==> src/rtl/pwm_duty_pkg.sv <==
// Shared types and constants for the PWM duty soft-start sequencer.
package pwm_duty_pkg;

    // Default duty width; matches the 4-bit PWM generator's pulse_width.
    localparam int DEF_WIDTH_W = 4;

    // Width of the per-step period counter (STEP_PERIODS up to 255).
    localparam int STEP_CNT_W = 8;

    typedef enum logic {
        IDLE = 1'b0,
        RAMP = 1'b1
    } ramp_state_t;

endpackage

==> src/rtl/pwm_period_tick.sv <==
// PWM period tick: synchronises the asynchronous clk_500Hz reference into
// clk_50MHz and emits a one-cycle pulse per rising edge. Reusable by any
// stage that needs to lock to the PWM period.
module pwm_period_tick (
    input  logic clk_50MHz,
    input  logic rst_n,
    input  logic clk_500Hz,
    output logic tick
);

    logic r_s1;
    logic r_s2;
    logic r_s3;

    // Two-flop synchroniser followed by an edge-detect flop.
    always_ff @(posedge clk_50MHz) begin
        if (!rst_n) begin
            r_s1 <= 1'b0;
            r_s2 <= 1'b0;
            r_s3 <= 1'b0;
        end else begin
            r_s1 <= clk_500Hz;
            r_s2 <= r_s1;
            r_s3 <= r_s2;
        end
    end

    assign tick = r_s2 & ~r_s3;

endmodule

==> src/rtl/pwm_duty_ramp.sv <==
// Soft-start duty sequencer feeding the PWM generator's pulse_width.
// Accepts a target duty over valid/ready, then walks pulse_width toward it
// by STEP_SIZE once every STEP_PERIODS PWM periods.
// Optional build macro PWM_DUTY_RETARGET_EN: keeps target_ready high while
// ramping so a new target can redirect a ramp in flight.
module pwm_duty_ramp
    import pwm_duty_pkg::*;
#(
    parameter int WIDTH_W      = DEF_WIDTH_W,
    parameter int STEP_SIZE    = 1,
    parameter int STEP_PERIODS = 1
) (
    input  logic               clk_50MHz,
    input  logic               rst_n,
    input  logic               clk_500Hz,
    input  logic [WIDTH_W-1:0] target_width,
    input  logic               target_valid,
    output logic               target_ready,
    output logic [WIDTH_W-1:0] pulse_width,
    output logic               at_target,
    output logic               busy
);

    localparam logic [WIDTH_W:0] STEP_X = STEP_SIZE[WIDTH_W:0];
    localparam int               LAST_I = STEP_PERIODS - 1;
    localparam logic [STEP_CNT_W-1:0] CNT_LAST = LAST_I[STEP_CNT_W-1:0];

    ramp_state_t               r_state;
    ramp_state_t               w_state_nxt;
    logic [WIDTH_W-1:0]        r_pw;
    logic [WIDTH_W-1:0]        r_tgt;
    logic [STEP_CNT_W-1:0]     r_cnt;
    logic [WIDTH_W-1:0]        w_pw_nxt;
    logic [WIDTH_W-1:0]        w_tgt_nxt;
    logic [STEP_CNT_W-1:0]     w_cnt_nxt;
    logic [WIDTH_W-1:0]        w_step_pw;
    logic [WIDTH_W:0]          w_pw_x;
    logic [WIDTH_W:0]          w_tgt_x;
    logic [WIDTH_W:0]          w_sum;
    logic [WIDTH_W:0]          w_dif;
    logic                      w_tick;
    logic                      w_ready;
    logic                      w_xfer;
    logic                      w_step;

    pwm_period_tick u_tick (
        .clk_50MHz (clk_50MHz),
        .rst_n     (rst_n),
        .clk_500Hz (clk_500Hz),
        .tick      (w_tick)
    );

`ifdef PWM_DUTY_RETARGET_EN
    assign w_ready = 1'b1;
`else
    assign w_ready = (r_state == IDLE);
`endif

    assign w_xfer = target_valid & w_ready;
    assign w_step = (r_state == RAMP) & w_tick & (r_cnt == CNT_LAST);

    // One saturating step toward the latched target, one bit wider so the
    // add/subtract can never wrap past it.
    always_comb begin
        w_pw_x    = {1'b0, r_pw};
        w_tgt_x   = {1'b0, r_tgt};
        w_sum     = w_pw_x + STEP_X;
        w_dif     = w_pw_x - STEP_X;
        w_step_pw = r_pw;
        if (w_tgt_x > w_pw_x) begin
            w_step_pw = (w_sum >= w_tgt_x) ? r_tgt : w_sum[WIDTH_W-1:0];
        end else if (w_tgt_x < w_pw_x) begin
            w_step_pw = (w_pw_x <= w_tgt_x + STEP_X) ? r_tgt : w_dif[WIDTH_W-1:0];
        end
    end

    // Next-state logic: handshake, period counting and stepping.
    always_comb begin
        w_state_nxt = r_state;
        w_pw_nxt    = r_pw;
        w_tgt_nxt   = r_tgt;
        w_cnt_nxt   = r_cnt;
        case (r_state)
            IDLE: begin
                if (w_xfer) begin
                    w_tgt_nxt = target_width;
                    if (target_width != r_pw) begin
                        w_state_nxt = RAMP;
                        w_cnt_nxt   = '0;
                    end
                end
            end
            RAMP: begin
                if (w_tick) begin
                    w_cnt_nxt = w_step ? '0 : r_cnt + 1'b1;
                end
                // A coincident step still aims at the old target.
                if (w_step) begin
                    w_pw_nxt = w_step_pw;
                end
`ifdef PWM_DUTY_RETARGET_EN
                if (w_xfer) begin
                    w_tgt_nxt = target_width;
                end
`endif
                if (w_pw_nxt == w_tgt_nxt) begin
                    w_state_nxt = IDLE;
                end
            end
            default: w_state_nxt = IDLE;
        endcase
    end

    // State, duty, target and counter registers.
    always_ff @(posedge clk_50MHz) begin
        if (!rst_n) begin
            r_state <= IDLE;
            r_pw    <= '0;
            r_tgt   <= '0;
            r_cnt   <= '0;
        end else begin
            r_state <= w_state_nxt;
            r_pw    <= w_pw_nxt;
            r_tgt   <= w_tgt_nxt;
            r_cnt   <= w_cnt_nxt;
        end
    end

    assign target_ready = w_ready;
    assign pulse_width  = r_pw;
    assign at_target    = (r_pw == r_tgt);
    assign busy         = (r_state == RAMP);

endmodule

==> config.mk <==
export PLATFORM = sky130hd
export DESIGN_NAME = pwm_duty_ramp
export DESIGN_NICKNAME = d
export VERILOG_FILES = /design/src/rtl/pwm_duty_pkg.sv /design/src/rtl/pwm_period_tick.sv /design/src/rtl/pwm_duty_ramp.sv
export SDC_FILE = /design/constraint.sdc
export NUM_CORES = 1
export LEC_CHECK = 0
export CAP_MARGIN = 40
export CELL_PAD_IN_SITES_DETAIL_PLACEMENT = 1
export CELL_PAD_IN_SITES_GLOBAL_PLACEMENT = 2
export CORE_MARGIN = 2
export CORE_UTILIZATION = 35
export CTS_BUF_LIST = sky130_fd_sc_hd__clkbuf_8 sky130_fd_sc_hd__clkbuf_16
export CTS_CLUSTER_DIAMETER = 120
export DETAILED_ROUTE_END_ITERATION = 6
export GPL_TIMING_DRIVEN = 0
export PLACE_DENSITY_LB_ADDON = 0.1
export SKIP_LAST_GASP = 1
export SLEW_MARGIN = 20
export SYNTH_ARGS = -nofsm -noshare
export SYNTH_HDL_FRONTEND = slang
export SYNTH_HIERARCHICAL = 1
export SYNTH_SLANG_ARGS = --single-unit
==> constraint.sdc <==
create_clock -name clk_50MHz -period 3.1 [get_ports clk_50MHz]
set_input_delay 0.62 -clock clk_50MHz [delete_from_list [all_inputs] [get_ports clk_50MHz]]
set_output_delay 0.62 -clock clk_50MHz [all_outputs]
set_load 0.02 [all_outputs]
Word-level counts from Yosys, hierarchy flattened
Index checks and enable logic that the tools add are counted.
- bits of input ports: 8
- register bits after elaboration: 20
- logic and storage cells: 45
- output and inout bits: 7
- $add $sub $neg: 4
- order comparisons: 4
- reductions and logical operators: 3
- bitwise operators: 6
- multiplexer cells: 15
- equal/unequal tests: 6
- operators by type and width (cell ; number):
    two-way mux 8 bit ; 4
    two-way mux 4 bit ; 6
    one-hot mux 8 bit (2 select lines) ; 1
    adder 4 x 1 -> 5 bit (second input constant) ; 2
    adder 8 x 1 -> 8 bit (second input constant) ; 1
    equality test 4 bit ; 2
    logical NOT 8 bit ; 1
    inequality test 2 x 1 -> 1 bit (second input constant) ; 3
    >= comparator 5 x 4 -> 1 bit ; 1
    less-or-equal comparator 4 x 5 -> 1 bit ; 1
    bitwise AND 1 bit ; 4
    greater-than comparator 4 bit ; 1
    less-than comparator 4 bit ; 1
    inequality test 4 bit ; 1
    subtractor 4 x 1 -> 4 bit (second input constant) ; 1
    two-way mux 1 bit ; 3
    AND reduction 3 bit ; 1
    NOT 1 bit ; 2
    one-hot mux 1 bit (2 select lines) ; 1
    AND reduction 2 bit ; 1

Logic depth before layout (Yosys ltp)
Gate-level depths: netlist of the first run.
- depth in word-level cells: 10
- depth in mapped cells: 11

Cells and area by module
Netlist of the first run, hierarchy kept.
- modules (own cells, without submodules) (module ; area an instance (µm²) ; instances ; cells an instance):
    pwm_duty_ramp ; 1616.6 ; 1 ; 203
    pwm_period_tick ; 92.6 ; 1 ; 7

Least setup slack after synthesis of the first run
Ideal clock, no wire load.
- path kind: register to register
- start point: register r_tgt[0]
- end point: register r_state (netlist: busy)
- path slack: 0.331 ns
- data required time: 2.964 ns
- path buffers: 0
- library setup time: 0.136 ns
- stages on the path, launching flop included: 11
- arrival time: 2.633 ns
- path through: dfxtp_1 ha_1 xnor2_1 ha_1 and3b_4 a2111oi_4 nor3_1 o311a_1 mux2_4 nor3b_2 a31oi_1
- longest elaborated chain between the ends: 10
- elaborated cells between the ends (all ways): 14
- classes of those cells: 1 x add/sub; 4 x order compare; 1 x eq/ne; 8 x mux
- RTL lines (element ; line ; text):
    start, declared ; pwm_duty_ramp.sv:31 ; logic [WIDTH_W-1:0] r_tgt;
    start signal, assigned ; pwm_duty_ramp.sv:124 ; r_tgt <= w_tgt_nxt;
    adder 4 x 1 -> 5 bit ; pwm_duty_ramp.sv:73 ; w_step_pw = (w_pw_x <= w_tgt_x + STEP_X) ? r_tgt : w_dif[WIDTH_W-1:0];
    less-or-equal comparator 4 x 5 -> 1 bit ; pwm_duty_ramp.sv:73 ;
    two-way mux 4 bit ; pwm_duty_ramp.sv:73 ;
    two-way mux 4 bit ; pwm_duty_ramp.sv:72 ; end else if (w_tgt_x < w_pw_x) begin
    two-way mux 4 bit ; pwm_duty_ramp.sv:70 ; if (w_tgt_x > w_pw_x) begin
    two-way mux 4 bit ; pwm_duty_ramp.sv:98 ; if (w_step) begin
    two-way mux 4 bit ; pwm_duty_ramp.sv:83 ; case (r_state)
    equality test 4 bit (*) ; pwm_duty_ramp.sv:106 ; if (w_pw_nxt == w_tgt_nxt) begin
    two-way mux 1 bit (*) ; pwm_duty_ramp.sv:106 ;
    one-hot mux 1 bit (2 select lines) (*) ; pwm_duty_ramp.sv:83 ;
    end signal, assigned ; pwm_duty_ramp.sv:122 ; r_state <= w_state_nxt;
    end, declared ; pwm_duty_ramp.sv:28 ; ramp_state_t r_state;
Mark *: on every way between the ends. The rest lies on a longest branch, timed or not. The select of a mux whose other input is x is not followed.
A chain may end at the register's enable or synchronous reset.

Worst setup path after layout of the first run
- start point: register r_pw[0] (netlist: pulse_width[0])
- end point: register r_state (netlist: busy)
- longest elaborated chain between the ends: 9
- elaborated cells between the ends (all ways): 18
- classes of those cells: 2 x add/sub; 4 x order compare; 2 x eq/ne; 10 x mux
- RTL lines (element ; line ; text):
    start, declared ; pwm_duty_ramp.sv:30 ; logic [WIDTH_W-1:0] r_pw;
    start signal, assigned ; pwm_duty_ramp.sv:123 ; r_pw <= w_pw_nxt;
    adder 4 x 1 -> 5 bit (tied with other cells) ; pwm_duty_ramp.sv:67 ; w_sum = w_pw_x + STEP_X;
    >= comparator 5 x 4 -> 1 bit or two-way mux 4 bit (tied branches) ; pwm_duty_ramp.sv:71, pwm_duty_ramp.sv:73 ;
    two-way mux 4 bit, on equally long branches ; pwm_duty_ramp.sv:71, pwm_duty_ramp.sv:72 ;
    two-way mux 4 bit ; pwm_duty_ramp.sv:70 ;
    two-way mux 4 bit ; pwm_duty_ramp.sv:98 ;
    two-way mux 4 bit ; pwm_duty_ramp.sv:83 ;
    equality test 4 bit ; pwm_duty_ramp.sv:106 ;
    two-way mux 1 bit ; pwm_duty_ramp.sv:106 ;
    one-hot mux 1 bit (2 select lines) (*) ; pwm_duty_ramp.sv:83 ;
Marks and branches as above.

==> results of run 1 <==
==> per-layer routing <==
metal,up-vias,wire [um],track usage
met2,21,2645,0.3472
met3,6,133,0.01920
li1,807,-,-
met4,0,64,0.05859
met5,-,0,0
met1,799,2414,0.2618
==> sequential cells by signal, indices dropped and copies added (netlist names) <==
signal,count
busy,1
u_tick/r_s1,1
r_tgt,4
pulse_width,4
u_tick/r_s2,1
r_cnt,8
u_tick/r_s3,1
==> worst register-to-register path: cells and delay by family, from the launching register on <==
kind / cells / cell delay (ns)
fa+ha+maj: 2 / 0.68
buf+inv: 3 / 0.34
simple gates: 1 / 0.20
flops: 1 / 0.46
mux: 1 / 0.38
compound gates: 4 / 0.85
==> worst paths after layout <==
path,from,endpoint,slack (ns),depth (start not counted)
max,pulse_width[0],busy,0.11,11
min,u_tick/r_s1,u_tick/r_s2,0.44,1
max reg2reg,pulse_width[0],busy,0.11,11
min reg2reg,u_tick/r_s1,u_tick/r_s2,0.44,1
==> area by class of cell <==
type                       instances  share of cell area
multi-input combinational        169              0.6054
sequential                        20              0.1991
timing repair buffer              15             0.07353
tap                               67             0.04105
inverter                          15             0.02757
clock buffer                       3             0.02022
buffer                             6             0.01838
clock inverter                     1             0.01471
==> cells by family (layout without fill, tap and decap cells) <==
logic type      after synthesis  after routing  synth area share
simple gates                 76             76            0.2445
compound gates               57             57            0.2416
buf+inv                      21             40           0.05270
flops                        20             20            0.2343
fa+ha+maj                    17             17            0.1244
xor+xnor                     17             17           0.08711
mux                           2              2           0.01537
==> through the flow <==
stage                TNS (ns)  total power [mW]  setup WS, ns
detailed placement    -0.1401            0.5496       -0.1401
finish                      0            0.8213        0.1070
global route         -0.08118            0.8703      -0.08118
global placement     -0.07799            0.5448      -0.07799
CTS                 -0.006342            0.8200     -0.006342
floorplan                   0            0.4656        0.3309
==> Yosys cell counts, drive strengths merged, types with 2 or more instances <==
master,number
a211oi,2
a21o,4
a21oi,12
a31oi,2
and2,3
and3,3
and4,3
buf,2
clkbuf,4
dfxtp,20
ha,17
inv,14
mux2,2
nand2,7
nand3,12
nand4,5
nor2,23
nor2b,4
nor3,7
o2111ai,4
o211a,2
o211ai,5
o21a,5
o21ai,11
o311ai,2
or2,3
or3,2
xnor2,7
xor2,10
==> what timing repair did <==
| action | in CTS | in global routing |
|---|---|---|
| buffers inserted | 0 | 1 |
| pin swaps | 1 | 1 |
| setup endpoints to repair | 2 | 3 |
| resized for setup | 4 | 10 |
==> power by group through the flow <==
| stage | clock network (mW) | logic [mW] | registers (mW) |
|---|---|---|---|
| global placement | 0 | 0.256 | 0.288 |
| floorplan | 0 | 0.180 | 0.286 |
| finish | 0.267 | 0.271 | 0.283 |
| detailed placement | 0 | 0.261 | 0.289 |
| CTS | 0.274 | 0.263 | 0.283 |
| global route | 0.286 | 0.300 | 0.285 |
==> cell usage in the layout, fill, tap and decap left out, types with 2 or more instances in the layout <==
cell             count
and2_1               3
o211a_1              2
clkbuf_2             3
and3_1               3
inv_1               14
o21ai_0             10
a21o_1               4
a31oi_1              2
o21a_1               5
ha_1                16
nand4_1              5
a21oi_1             12
clkdlybuf4s50_1     13
o2111ai_1            4
nor3_1               7
or3_2                2
dfxtp_2              2
buf_4                2
xor2_1              10
nor2_1              23
a211oi_1             2
dfxtp_1             17
o211ai_1             5
xnor2_1              7
clkbuf_8             3
nand2_1              7
or2_2                3
and4_1               3
nand3_1             12
nor2b_1              3
==> results.yml, run 1 <==
pwr:
  cellPowerDensity_nw_per_um2: 402.2
  share_comb_of_total_power: 0.330
  power.share.sequential: 0.345
  power.static_leakage_nw: 0.8084
  p_switching_mw: 0.2706
  clock_power_share: 0.326
  ir_worst_vdd_mv: 0.3228
  sw_frac: 0.3295
  internal_power_mw: 0.5507
route:
  drc: 0
  route.vias.total: 1633
  firstDrtPassIters: 4
  first_iter_violations: 65
  wl_per_cell_um: 17.76
  wirelength_um: 5258
  post_drt_via_cell_ratio: 5.517
  drt.antenna.violating_nets: 0
floorplan:
  fp.dieArea_um2: 5458
  dieHeight_um: 73.88
  core_area_um2: 4723
  pin_count: 15
  fp.dieW_um: 73.88
  core.rowCount: 25
  start_util: 0.3619
synthesis:
  postSynthAreaPerCell_um2: 8.139
  synth_top_flop_cell: "dfxtp_1"
  synthesis.nets: 235
  synth.top_cells.by_area: "dfxtp_1 23%, ha_1 12%, xor2_1 5.1%"
  synth-edff-count: 0
  post-synth-top-area-cell: "dfxtp_1"
  synth_sequential_area_ratio: 0.2343
  synthesis.area_um2: 1709
  postSynth.asyncResetShare: 0
  synth.distinct_cells: 46
  yosys_register_bits: 20
  synth_cells: 210
  post-synth-top-area-fraction: 0.2343
  ys.warnings.count: 6
worst_setup_path:
  path_max_fanout: 9
  critical_path.startpoint_type: "flop"
  worst-path-buf-inv: 3
  top_delay_family_on_crit_path: "compound AO/OA/AOI/OAI gates"
  crit_required_ns: 3.29
  critical_path.slowest_cell: "dfxtp_1"
  worst_ep_arrival_time_ns: 3.18
  worstSetupPathType: "reg2reg"
  critical_path.max_stage_delay_ns: 0.46
  critPathCaptureType: "flop"
  worstPathCellList: "buf_6 -> inv_1 -> ha_1 -> ha_1 -> inv_1 -> o21a_1 -> nor2_1 -> o21ai_0 -> o311ai_2 -> mux2_2 -> a31oi_1"
clocking:
  numCtsBuffers: 3
  tritoncts: "yes"
  clock_root_buffer: "clkbuf_8"
  cts-hold-fix-buffers: 0
  max-clock-path-buffers: 2
  worstSkewPairLatency_ns: 0.26
  cts.htree.levels: 1
  clock_transition_time_at_the_flip_flop_clock_pins_of_the_worst_setup_and_hold_paths_ns: 0.09
  number_of_clock_sinks: 20
sta:
  finClkSkew_ns: 0.01082
  worst_slew_margin_rel: 0.6758
  final_min_period_over_clock_period: 0.9655
  drv_slew: 0
  fmax_mhz: 334.1
  finalHoldWorstSlack_ns: 0.4428
  setup-violations-final: 0
  rsz0062_at_grt: "true"
  post-route-min-period_ns: 2.993
  worst_pin_slew_ns: 0.4849
  timing.final.hold_violations: 0
final_layout:
  regArea_um2: 406.6
  final_layout_size_suffix_gt1_frac: 0.1266
  number_of_antenna_repair_diodes: 0
  layoutNonFillerInstCount: 296
  post-route-util: 0.4323
  postLayoutCellArea_um2: 2042
  fillCellCount: 557
  area.growth.synth_to_final_pct: 19.47
  layout.nets: 255
  multi_input_logic_area_um2: 1236
place:
  dpl_cell_area_um2: 1933
  place_inst: 291
  finalWeightedCongestion: 0.9125
  detailedPlacementHpwl_um: 4013
  port-buffer-count: 14
global_routing:
  grt_start_max_net_pins: 13
  grt_first_pass_wirelength_um: 8314
  number_of_global_route_vias_before_repair: 1597
  global_route.usage.total: 0.2004
  antenna_found_initial: 0
  global_route.overflow_total: 0
job:
  timing.max_cap.violations: 0
status:
  outcome: "finished, final reports clean"
worst_hold_path:
  min_path_type: "reg2reg"
Note: power is estimated with default switching activity, not from simulation.
==> run 2, diff against run 1 <==
--- a/config.mk
+++ b/config.mk
@@ -15,6 +15,7 @@
 export DETAILED_ROUTE_END_ITERATION = 6
 export GPL_TIMING_DRIVEN = 0
 export PLACE_DENSITY_LB_ADDON = 0.1
+export REMOVE_ABC_BUFFERS = 1
 export SKIP_LAST_GASP = 1
 export SLEW_MARGIN = 20
 export SYNTH_ARGS = -nofsm -noshare
==> results.yml, run 2 (synthesis results as in run 1) <==
global_routing:
  global_route.usage.total: 0.2020
  antenna_found_initial: 0
  grt_first_pass_wirelength_um: 8411
  number_of_global_route_vias_before_repair: 1707
  global_route.overflow_total: 0
  grt_start_max_net_pins: 14
clocking:
  tritoncts: "yes"
  cts-hold-fix-buffers: 0
  cts.htree.levels: 1
  numCtsBuffers: 3
  clock_transition_time_at_the_flip_flop_clock_pins_of_the_worst_setup_and_hold_paths_ns: 0.07
  max-clock-path-buffers: 2
  worstSkewPairLatency_ns: 0.25
  clock_root_buffer: "clkbuf_8"
  number_of_clock_sinks: 20
worst_setup_path:
  critPathCaptureType: "flop"
  worst_ep_arrival_time_ns: 3.18
  worstPathCellList: "ha_2 -> xnor2_1 -> ha_1 -> and3b_4 -> a2111oi_4 -> buf_4 -> or3_2 -> o2111ai_1 -> o311ai_2 -> mux2_2 -> a31oi_1"
  path_max_fanout: 7
  critical_path.max_stage_delay_ns: 0.48
  worstSetupPathType: "reg2reg"
  critical_path.slowest_cell: "or3_2"
  critical_path.startpoint_type: "flop"
  crit_required_ns: 3.27
route:
  drt.antenna.violating_nets: 0
  drc: 0
  firstDrtPassIters: 4
  route.vias.total: 1621
  wirelength_um: 5213
  post_drt_via_cell_ratio: 5.609
  first_iter_violations: 108
  wl_per_cell_um: 18.04
sta:
  drv_slew: 0
  worst_pin_slew_ns: 0.5485
  final_min_period_over_clock_period: 0.9718
  finalHoldWorstSlack_ns: 0.4321
  setup-violations-final: 0
  final.setup.worst_slack_ns: 0.08748
  worst_slew_margin_rel: 0.6336
  rsz0062_at_grt: "true"
  finClkSkew_ns: 0.001617
  tns_ns: 0
  timing.final.hold_violations: 0
  post-route-min-period_ns: 3.013
  fmax_mhz: 331.9
place:
  finalWeightedCongestion: 0.9262
  placement.setup.worst_slack_ns: -0.1641
  port-buffer-count: 14
  place_inst: 285
  detailedPlacementHpwl_um: 4032
floorplan:
  start_util: 0.3619
  core_area_um2: 4723
  pin_count: 15
  fp.dieW_um: 73.88
  fp.dieArea_um2: 5458
  core.rowCount: 25
  dieHeight_um: 73.88
final_layout:
  area.growth.synth_to_final_pct: 15.74
  layoutNonFillerInstCount: 289
  number_of_antenna_repair_diodes: 0
  largest_register_ff_count: 8
  final_common_cell: "nor2_1"
  final_layout_size_suffix_gt1_frac: 0.1171
  fillCellCount: 566
  top_register: "r_cnt"
  layout.nets: 249
  layout.cells.most_common_list: "23 x nor2_1, 16 x ha_1, 15 x dfxtp_1"
job:
  timing.max_cap.violations: 0
status:
  outcome: "finished, final reports clean"
pwr:
  power.static_leakage_nw: 0.7605
  cellPowerDensity_nw_per_um2: 363.6
  ir_worst_vdd_mv: 0.2777
worst_hold_path:
  min_path_type: "reg2reg"
-- run 2: changes by cell type in the layout (fill, tap and decap cells not counted), sizes merged --
| cell | before | now |
|---|---|---|
| buf | 3 | 1 |
| bufinv | 1 | 0 |
| clkbuf | 7 | 3 |
| clkdlybuf4s50 | 13 | 14 |
| dlymetal6s2s | 1 | 0 |
-- run 2: cell type report --
| class | instances | area [um2] | area share |
|---|---|---|---|
| Clock buffer | 3 | 41.29 | 0.02087 |
| Sequential cell | 20 | 409.1 | 0.2068 |
| Multi-Input combinational cell | 169 | 1240 | 0.6268 |
| Inverter | 15 | 56.30 | 0.02846 |
| Tap cell | 67 | 83.83 | 0.04238 |
| Timing Repair Buffer | 15 | 147.6 | 0.07464 |
-- run 2: timing repair --
action / CTS / global route
setup endpoints to repair: 2 / 3
setup buffers: 0 / 1
pin swaps: 1 / 1
gates resized for setup: 5 / 6
-- run 2: path summary, 6_finish.rpt --
check / endpoint / cells past startpoint / slack (ns) / start
setup / recovery: busy / 11 / 0.09 / r_tgt[1]
hold / removal: u_tick/r_s2 / 1 / 0.43 / u_tick/r_s1
setup reg to reg: busy / 11 / 0.09 / r_tgt[1]
hold reg to reg: u_tick/r_s2 / 1 / 0.43 / u_tick/r_s1
-- run 2: stage by stage --
stage / util / area [um2] / total power, mW
6_report: 0.4188 / 1978 / 0.7193
5_1_grt: 0.4188 / 1978 / 0.7660
4_1_cts: 0.4135 / 1953 / 0.7187
3_5_place_dp: 0.4021 / 1899 / 0.5479
3_3_place_gp: 0.4021 / 1899 / 0.5359
2_1_floorplan: - / 1675 / 0.4633
-- run 2: where the power goes --
group	internal, mW	total (mW)	switching (mW)
combinational	0.110	0.267	0.157
sequential	0.267	0.287	0.0192
clock	0.0863	0.166	0.0799
total	0.463	0.719	0.256
-- run 2: critical path: cells and delay by family (launching register included) --
family | cells | cell delay (ns)
and+or+nand+nor | 2 | 0.71
adders and majority gates | 2 | 0.65
buffers and inverters | 1 | 0.17
muxes | 1 | 0.30
xor gates and xnor gates | 1 | 0.09
DFF | 1 | 0.43
AOI/OAI and AO/OA | 4 | 0.56
-- run 2: layer usage --
layer,routed length (um),share of wire,global-route usage,vias to the layer above
met3,93,0.018,0.01646,6
met1,2267,0.43,0.2459,798
met5,0,0,0,-
met2,2762,0.53,0.3700,24
li1,-,-,-,793
met4,89,0.017,0.06667,0
